$ cat config.mk
export PLATFORM = sky130hd
export DESIGN_NAME = fetch_unit
export DESIGN_NICKNAME = d
export VERILOG_FILES = /design/src/rtl/processor_pkg.sv /design/src/rtl/fetch_fifo.sv /design/src/rtl/fetch_unit.sv
export SDC_FILE = /design/constraint.sdc
export NUM_CORES = 1
export LEC_CHECK = 0
export CAP_MARGIN = 30
export CORE_MARGIN = 2
export CORE_UTILIZATION = 29
export CTS_CLUSTER_DIAMETER = 150
export CTS_CLUSTER_SIZE = 10
export DETAILED_ROUTE_END_ITERATION = 7
export DONT_BUFFER_PORTS = 1
export PLACE_DENSITY_LB_ADDON = 0.15
export SLEW_MARGIN = 20
export SYNTH_ARGS = -nofsm -noshare
export SYNTH_HDL_FRONTEND = slang
export SYNTH_SLANG_ARGS = --single-unit
$ cat constraint.sdc
create_clock -name clk -period 5.7 [get_ports clk]
set_input_delay 0.57 -clock clk [delete_from_list [all_inputs] [get_ports clk]]
set_output_delay 0.57 -clock clk [all_outputs]
set_load 0.03 [all_outputs]
$ cat src/rtl/processor_pkg.sv
// +----------------------------------------------------------------------+
// | processor_pkg                                                         |
// | Shared fetch-stage constants: FSM states, PC increment, widths.       |
// | Revision: 1.0                                                         |
// +----------------------------------------------------------------------+
`default_nettype none

package processor_pkg;

  localparam int DEF_ADDR_WIDTH = 16;
  localparam int DEF_DATA_WIDTH = 32;
  localparam int PC_INC         = 4;

  localparam logic [1:0] S_RESET = 2'd0;
  localparam logic [1:0] S_RUN   = 2'd1;
  localparam logic [1:0] S_FULL  = 2'd2;

endpackage

`default_nettype wire

$ cat src/rtl/fetch_fifo.sv
// +----------------------------------------------------------------------+
// | fetch_fifo                                                            |
// | Synchronous DEPTH-entry prefetch FIFO of {pc, instr} with clear.      |
// | Revision: 1.0                                                         |
// +----------------------------------------------------------------------+
`default_nettype none

module fetch_fifo
  import processor_pkg::*;
#(
  parameter int                    ADDR_WIDTH = DEF_ADDR_WIDTH,
  parameter int                    DATA_WIDTH = DEF_DATA_WIDTH,
  parameter int                    DEPTH      = 2,
  parameter logic [ADDR_WIDTH-1:0] RESET_PC   = '0
) (
  input  logic                    clk,
  input  logic                    rst,
  input  logic                    i_push,
  input  logic                    i_pop,
  input  logic                    i_clear,
  input  logic [ADDR_WIDTH-1:0]   i_pc,
  input  logic [DATA_WIDTH-1:0]   i_instr,
  output logic [ADDR_WIDTH-1:0]   o_head_pc,
  output logic [DATA_WIDTH-1:0]   o_head_instr,
  output logic [$clog2(DEPTH):0]  o_count,
  output logic                    o_full,
  output logic                    o_empty
);

  localparam int PW = $clog2(DEPTH);
  localparam int CW = PW + 1;

  logic [ADDR_WIDTH-1:0] r_pc    [DEPTH];
  logic [DATA_WIDTH-1:0] r_instr [DEPTH];
  logic [PW-1:0]         r_wr_ptr;
  logic [PW-1:0]         r_rd_ptr;
  logic [CW-1:0]         r_count;

  // Storage is reset too, so the head reads {RESET_PC, 0} straight out of reset.
  always_ff @(posedge clk) begin
    if (rst) begin
      for (int i = 0; i < DEPTH; i++) begin
        r_pc[i]    <= RESET_PC;
        r_instr[i] <= '0;
      end
      r_wr_ptr <= '0;
      r_rd_ptr <= '0;
      r_count  <= '0;
    end else if (i_clear) begin
      r_wr_ptr <= '0;
      r_rd_ptr <= '0;
      r_count  <= '0;
    end else begin
      if (i_push) begin
        r_pc[r_wr_ptr]    <= i_pc;
        r_instr[r_wr_ptr] <= i_instr;
        r_wr_ptr          <= r_wr_ptr + 1'b1;
      end
      if (i_pop) begin
        r_rd_ptr <= r_rd_ptr + 1'b1;
      end
      if (i_push && !i_pop) begin
        r_count <= r_count + 1'b1;
      end else if (!i_push && i_pop) begin
        r_count <= r_count - 1'b1;
      end
    end
  end

  assign o_head_pc    = r_pc[r_rd_ptr];
  assign o_head_instr = r_instr[r_rd_ptr];
  assign o_count      = r_count;
  assign o_full       = (r_count == CW'(DEPTH));
  assign o_empty      = (r_count == '0);

endmodule

`default_nettype wire

$ cat src/rtl/fetch_unit.sv
// +----------------------------------------------------------------------+
// | fetch_unit                                                            |
// | Instruction fetch: PC, FSM, redirect, prefetch buffer handshake.      |
// | Optional perf counters enabled by `define FETCH_PERF_CNT_EN.          |
// | Revision: 1.0                                                         |
// +----------------------------------------------------------------------+
`default_nettype none

module fetch_unit
  import processor_pkg::*;
#(
  parameter int                    ADDR_WIDTH = DEF_ADDR_WIDTH,
  parameter int                    DATA_WIDTH = DEF_DATA_WIDTH,
  parameter logic [ADDR_WIDTH-1:0] RESET_PC   = '0,
  parameter int                    DEPTH      = 2
) (
  input  logic                  clk,
  input  logic                  rst,
  output logic [ADDR_WIDTH-1:0] imem_addr,
  input  logic [DATA_WIDTH-1:0] imem_rd,
  input  logic                  redirect_valid,
  input  logic [ADDR_WIDTH-1:0] redirect_pc,
  output logic                  out_valid,
  input  logic                  out_ready,
  output logic [DATA_WIDTH-1:0] out_instr,
  output logic [ADDR_WIDTH-1:0] out_pc,
  output logic [ADDR_WIDTH-1:0] out_pc_4
`ifdef FETCH_PERF_CNT_EN
  ,
  output logic [31:0]           perf_fetch_cnt,
  output logic [31:0]           perf_stall_cnt
`endif
);

  localparam int                    CW       = $clog2(DEPTH) + 1;
  localparam logic [ADDR_WIDTH-1:0] C_PC_INC = ADDR_WIDTH'(PC_INC);

  logic [1:0]            r_state;
  logic [1:0]            w_state_next;
  logic [ADDR_WIDTH-1:0] r_pc;
  logic                  w_push;
  logic                  w_pop;
  logic                  w_full;
  logic                  w_empty;
  logic [CW-1:0]         w_count;
  logic [ADDR_WIDTH-1:0] w_head_pc;
  logic                  w_unused_rpc_lo;

  assign w_unused_rpc_lo = ^redirect_pc[1:0];

  assign w_pop  = out_valid & out_ready;
  assign w_push = (r_state != S_RESET) && !redirect_valid && (!w_full || w_pop);

  // FULL means "holding DEPTH entries with nothing leaving", whichever way we got there.
  always_comb begin
    w_state_next = r_state;
    if (redirect_valid) begin
      w_state_next = S_RUN;
    end else begin
      case (r_state)
        S_RESET: w_state_next = S_RUN;
        S_RUN: begin
          if (!w_pop && (w_full || (w_push && w_count == CW'(DEPTH - 1)))) begin
            w_state_next = S_FULL;
          end
        end
        S_FULL: begin
          if (w_pop) begin
            w_state_next = S_RUN;
          end
        end
        default: w_state_next = S_RESET;
      endcase
    end
  end

  always_ff @(posedge clk) begin
    if (rst) begin
      r_state <= S_RESET;
      r_pc    <= RESET_PC;
    end else begin
      r_state <= w_state_next;
      if (redirect_valid) begin
        r_pc <= {redirect_pc[ADDR_WIDTH-1:2], 2'b00};
      end else if (w_push) begin
        r_pc <= r_pc + C_PC_INC;
      end
    end
  end

  fetch_fifo #(
    .ADDR_WIDTH (ADDR_WIDTH),
    .DATA_WIDTH (DATA_WIDTH),
    .DEPTH      (DEPTH),
    .RESET_PC   (RESET_PC)
  ) u_fifo (
    .clk          (clk),
    .rst          (rst),
    .i_push       (w_push),
    .i_pop        (w_pop),
    .i_clear      (redirect_valid),
    .i_pc         (r_pc),
    .i_instr      (imem_rd),
    .o_head_pc    (w_head_pc),
    .o_head_instr (out_instr),
    .o_count      (w_count),
    .o_full       (w_full),
    .o_empty      (w_empty)
  );

  assign imem_addr = r_pc;
  assign out_valid = !w_empty;
  assign out_pc    = w_head_pc;
  assign out_pc_4  = w_head_pc + C_PC_INC;

`ifdef FETCH_PERF_CNT_EN
  logic [31:0] r_fetch_cnt;
  logic [31:0] r_stall_cnt;

  always_ff @(posedge clk) begin
    if (rst) begin
      r_fetch_cnt <= '0;
      r_stall_cnt <= '0;
    end else begin
      if (w_push) begin
        r_fetch_cnt <= r_fetch_cnt + 1'b1;
      end
      if (r_state == S_FULL) begin
        r_stall_cnt <= r_stall_cnt + 1'b1;
      end
    end
  end

  assign perf_fetch_cnt = r_fetch_cnt;
  assign perf_stall_cnt = r_stall_cnt;
`endif

endmodule

`default_nettype wire

# Word level (Yosys, flattened, before mapping)
# Memories as Yosys holds them, arrays and structs flattened. A register that Yosys moved wholly into a read port is not among the register bits.
# Cells that the tools add are included.
# Widths: inputs -> output; s select.
# classes
n_addsub,6
eq_ne,8
muxes,24
n_bitwise,1
n_reduce_logical,23
# ops
cell,n
$mux 16,3
$add 16x3->16 const B,2
$mux 32,1
$reduce_or 32->1,1
$reduce_or 16->1,1
$mux 1,15
$mux 2,4
$logic_and 1x1->1,6
$pmux 2 s3,1
$reduce_bool 2->1,3
$logic_not 1->1,5
$eq 2x1->1 const B,2
$eq 2x2->1 const B,2
$logic_not 2->1,2
$reduce_and 2->1,2
$ne 3x2->1 const B,1
$ne 3x3->1 const B,1
$add 1x1->1 const B,2
$add 2x1->2 const B,1
$logic_or 1x1->1,2
$ne 2x1->1 const B,1
$ne 2x2->1 const B,1
$reduce_or 2->1,1
$sub 2x1->2 const B,1
$and 1x1->1,1
# word_totals
register_bits,22
mem_bits_rw,96
out_inout_bits,81
word_cells,71
n_memories,2
# mem_list
memory,depth,word_bits,read_ports,rd_clocked_by_memory_dff,wr,line,rtl
u_fifo.r_instr,2,32,1,1,2,fetch_fifo.sv:34,logic [DATA_WIDTH-1:0] r_instr [DEPTH];
u_fifo.r_pc,2,16,1,1,2,fetch_fifo.sv:33,logic [ADDR_WIDTH-1:0] r_pc [DEPTH];

# Longest topological paths before layout
# depth
ltp_word,11
ltp_mapped,11

# Cells and area by module
# From an unflattened synthesis, not the netlist that was laid out.
# hier_totals
hier_cells,444
area_unflattened_um2,5627.9
# by_module_without_submodules
module,n_inst,cells_each,area_each_um2,seq_area_each_um2
fetch_fifo,1,291,4444.3,2982.9
fetch_unit,1,153,1183.6,320.3

# Worst setup path after synthesis
# No wires, ideal clock.
# synth_timing
path_kind,reg2reg
startpoint,"register u_fifo.r_count[0], in the netlist u_fifo.o_count[0]"
endpoint,"memory u_fifo.r_instr[0][0] in the netlist's numbering, enable pin"
arrival_ns,3.571
path_slack_ns,1.670
stages_incl_launch_ff,9
period_less_slack_ns,4.030
path_cell_list,dfxtp_1 -> inv_1 -> ha_1 -> nor2b_4 -> inv_2 -> a21o_1 -> buf_6 -> clkbuf_1 -> o21bai_1
# synth_rtl
element,line,rtl
from (decl),fetch_fifo.sv:37,logic [CW-1:0] r_count;
from (signal assigned),fetch_fifo.sv:63,r_count <= r_count + 1'b1;
from (signal assigned),fetch_fifo.sv:65,r_count <= r_count - 1'b1;
to (decl),fetch_fifo.sv:34,

==> results.yml <==
run_status:
  status: "finished, final reports clean"
setup_path:
  r2r_slack_ps: 2690
  r2r-start: "u_fifo.o_count[0]$_SDFFE_PP0P_"
  end_kind: "primary output"
  critPathRequiredTime_ps: 5130
  crit_arrival_ps: 3540
  crit_fanout: 59
  cp-start-kind: "register"
  ff2ff_path_depth: 8
  crit_type: "register to primary output"
  r2r_end: "u_fifo.r_instr[1][29]$_SDFFCE_PN0P_"
route:
  drtAntennaViolNets: 0
  wirelength_mm: 13.1
  wl_per_cell_um: 18.9
  drcViolationCount: 0
  vias: 3405
  firstDrtPassIters: 4
  via_per_inst: 4.92
  drt_iter0_drc: 190
synthesis:
  ys_ff_latch: 113
  async_reset_ff_frac: 0
  synth_top_cell_by_area: "edfxtp_1"
  ys_warn_count: 0
  synth_edf_count: 92
  yosysSeqAreaShare: 0.579
  yosysUniqueCellTypes: 49
  synth.avg_cell_area_sq_um: 12.3
  synth.top_cell.area_share: 0.502
  syn_area_sq_mm: 0.00550
  netlist_instances: 447
  synth.area.top_cells: "edfxtp_1 (50%), and2_1 (10%), mux2_2 (8.4%)"
  ys.flop_type: "edfxtp_1"
  synth_common_cells: "and2_1 (92), edfxtp_1 (92), mux2_2 (41)"
cells_and_area:
  nets: 503
  drive_above_1_share: 0.175
  syn_to_final_growth_pct: 14.6
  post-route-util: 0.338
  fin_area_sq_mm: 0.00630
  antenna_cells: 0
sta:
  fin_skew_ps: 8.19
  min_period_over_period: 0.721
  rsz0062_at_grt: "false"
  tns_ps: 0
  final_hold_viol_count: 0
  relSlewSlack: 0.365
  finalSetupViolCount: 0
  period_needed_ps: 4110
  fmax_mhz: 243
  slew_viol_final: 0
  worst_pin_slew_ps: 946
  fin_ws_ps: 1590
worst_hold_path:
  hold-path-endpoint: "imem_addr[2]$_SDFFE_PP0P_"
  min-delay-start: "rst"
  hold_path_depth: 1
  hold_path_class: "input pin to register"
place:
  hpwl_mm: 8.20
  gp_routability_congestion: 0.789
  dpl-instance-area_sq_mm: 0.00570
  portBuffers: 0
  dp_slack_ps: 1970
global_routing:
  grt_usage: 0.134
  grt_pass1_wl_mm: 20.0
  grt_pass1_vias: 3402
  grt-ovfl-total: 0
  grt_max_degree: 60
  antenna_found_initial: 0
clocking:
  clk_pin_slew_worst_paths_ps: 50
  clkLatencyLatePin_ps: 410
  numCtsBuffers: 17
  ctsResizeCount: 0
  clk_path_buf_depth: 2
  cts.htree.levels: 4
  holdBufCountCts: 0
  root_buffer: "clkbuf_16"
  cts_sinks: 113
  cts_tree: "done"
  cts_setup_buffers: 0
die:
  io_pins: 133
  die_x_um: 142
  initial_core_util: 0.295
  core_area_sq_mm: 0.0186
  rows: 50
  die_y_um: 142
  dieArea_sq_mm: 0.0201
power_and_ir_drop:
  power_density_mw_per_mm2: 356
  leakagePower_nw: 2.31
  irDropWorstVdd_mv: 0.201
run:
  cap_violations: 0
## registers in the layout (all words and copies together) (netlist names), named ones only
signal / cells
imem_addr: 14
r_state: 2
u_fifo.o_count: 2
u_fifo.r_instr: 64
u_fifo.r_pc: 28
u_fifo.r_rd_ptr: 1
u_fifo.r_wr_ptr: 1
## kinds of logic after synthesis
kind of cell               count (synthesis)  synth area share
other                                      1          0.000682
AOI/OAI and AO/OA                         47            0.0621
buffers and inverters                     50            0.0428
adders and majority gates                  6            0.0137
and+or+nand+nor                          167             0.182
DFF                                      113             0.579
xor gates and xnor gates                  16            0.0255
muxes                                     47            0.0949
## metal layers
metal | up-vias | share of wire | global-route usage
met1 | 1673 | 0.44 | 0.164
li1 | 1610 | - | -
met5 | - | 0 | 0
met2 | 110 | 0.48 | 0.216
met3 | 12 | 0.061 | 0.0449
met4 | 0 | 0.015 | 0.0568
## metrics by stage
step	hold WS, ps	instances	power, mW
CTS	205	691	2.27
finish	228	692	2.25
floorplan	508	452	1.18
global route	202	692	2.33
global placement	528	659	1.22
detailed placement	536	659	1.22
## power by group
part	leakage [nW]	switching, mW	internal, mW	total (mW)
clock	0.277	0.364	0.678	1.04
combinational	0.892	0.163	0.0585	0.222
sequential	1.14	0.0397	0.942	0.982
total	2.31	0.567	1.68	2.25
## cell usage in the layout (no fill, tap or decap), types with 10 or more instances in the layout
cell / count
clkbuf_16: 17
and2_1: 92
nand3_1: 16
mux2_2: 41
edfxtp_1: 92
xnor2_1: 10
a21oi_1: 10
dfxtp_1: 20
inv_1: 16
nand2_1: 14
## critical path, cell delays in order, from the launching register on
cell	delay (ps)
dfxtp_2	330
buf_4	600
mux2_2	430
ha_1	300
nand4_1	140
a22oi_1	530
nand4_1	190
xnor2_1	590
## final cells by class
class                           instances  area (sq um)
Clock inverter                         13           144
Timing Repair Buffer                    6          65.1
Inverter                               18          67.6
Fill cell                            1853         12300
Clock buffer                           19           433
Tap cell                              234           293
Multi-Input combinational cell        289          2120
Sequential cell                       113          3180
## worst max-delay path by stage
stage                                              end  slack (ps)                            from  cells after the start
floorplan           u_fifo.r_instr[0][0]$_SDFFCE_PN0P_        1670  u_fifo.o_count[0]$_SDFFE_PP0P_                      8
global placement                          out_pc_4[14]        2020                        register                      7
detailed placement                        out_pc_4[14]        1970                        register                      7
CTS                                       out_pc_4[14]        1520                        register                      7
global route                              out_pc_4[12]        1320                        register                      7
finish                                    out_pc_4[14]        1590                        register                      7
Power figures use the tool's default switching activity.
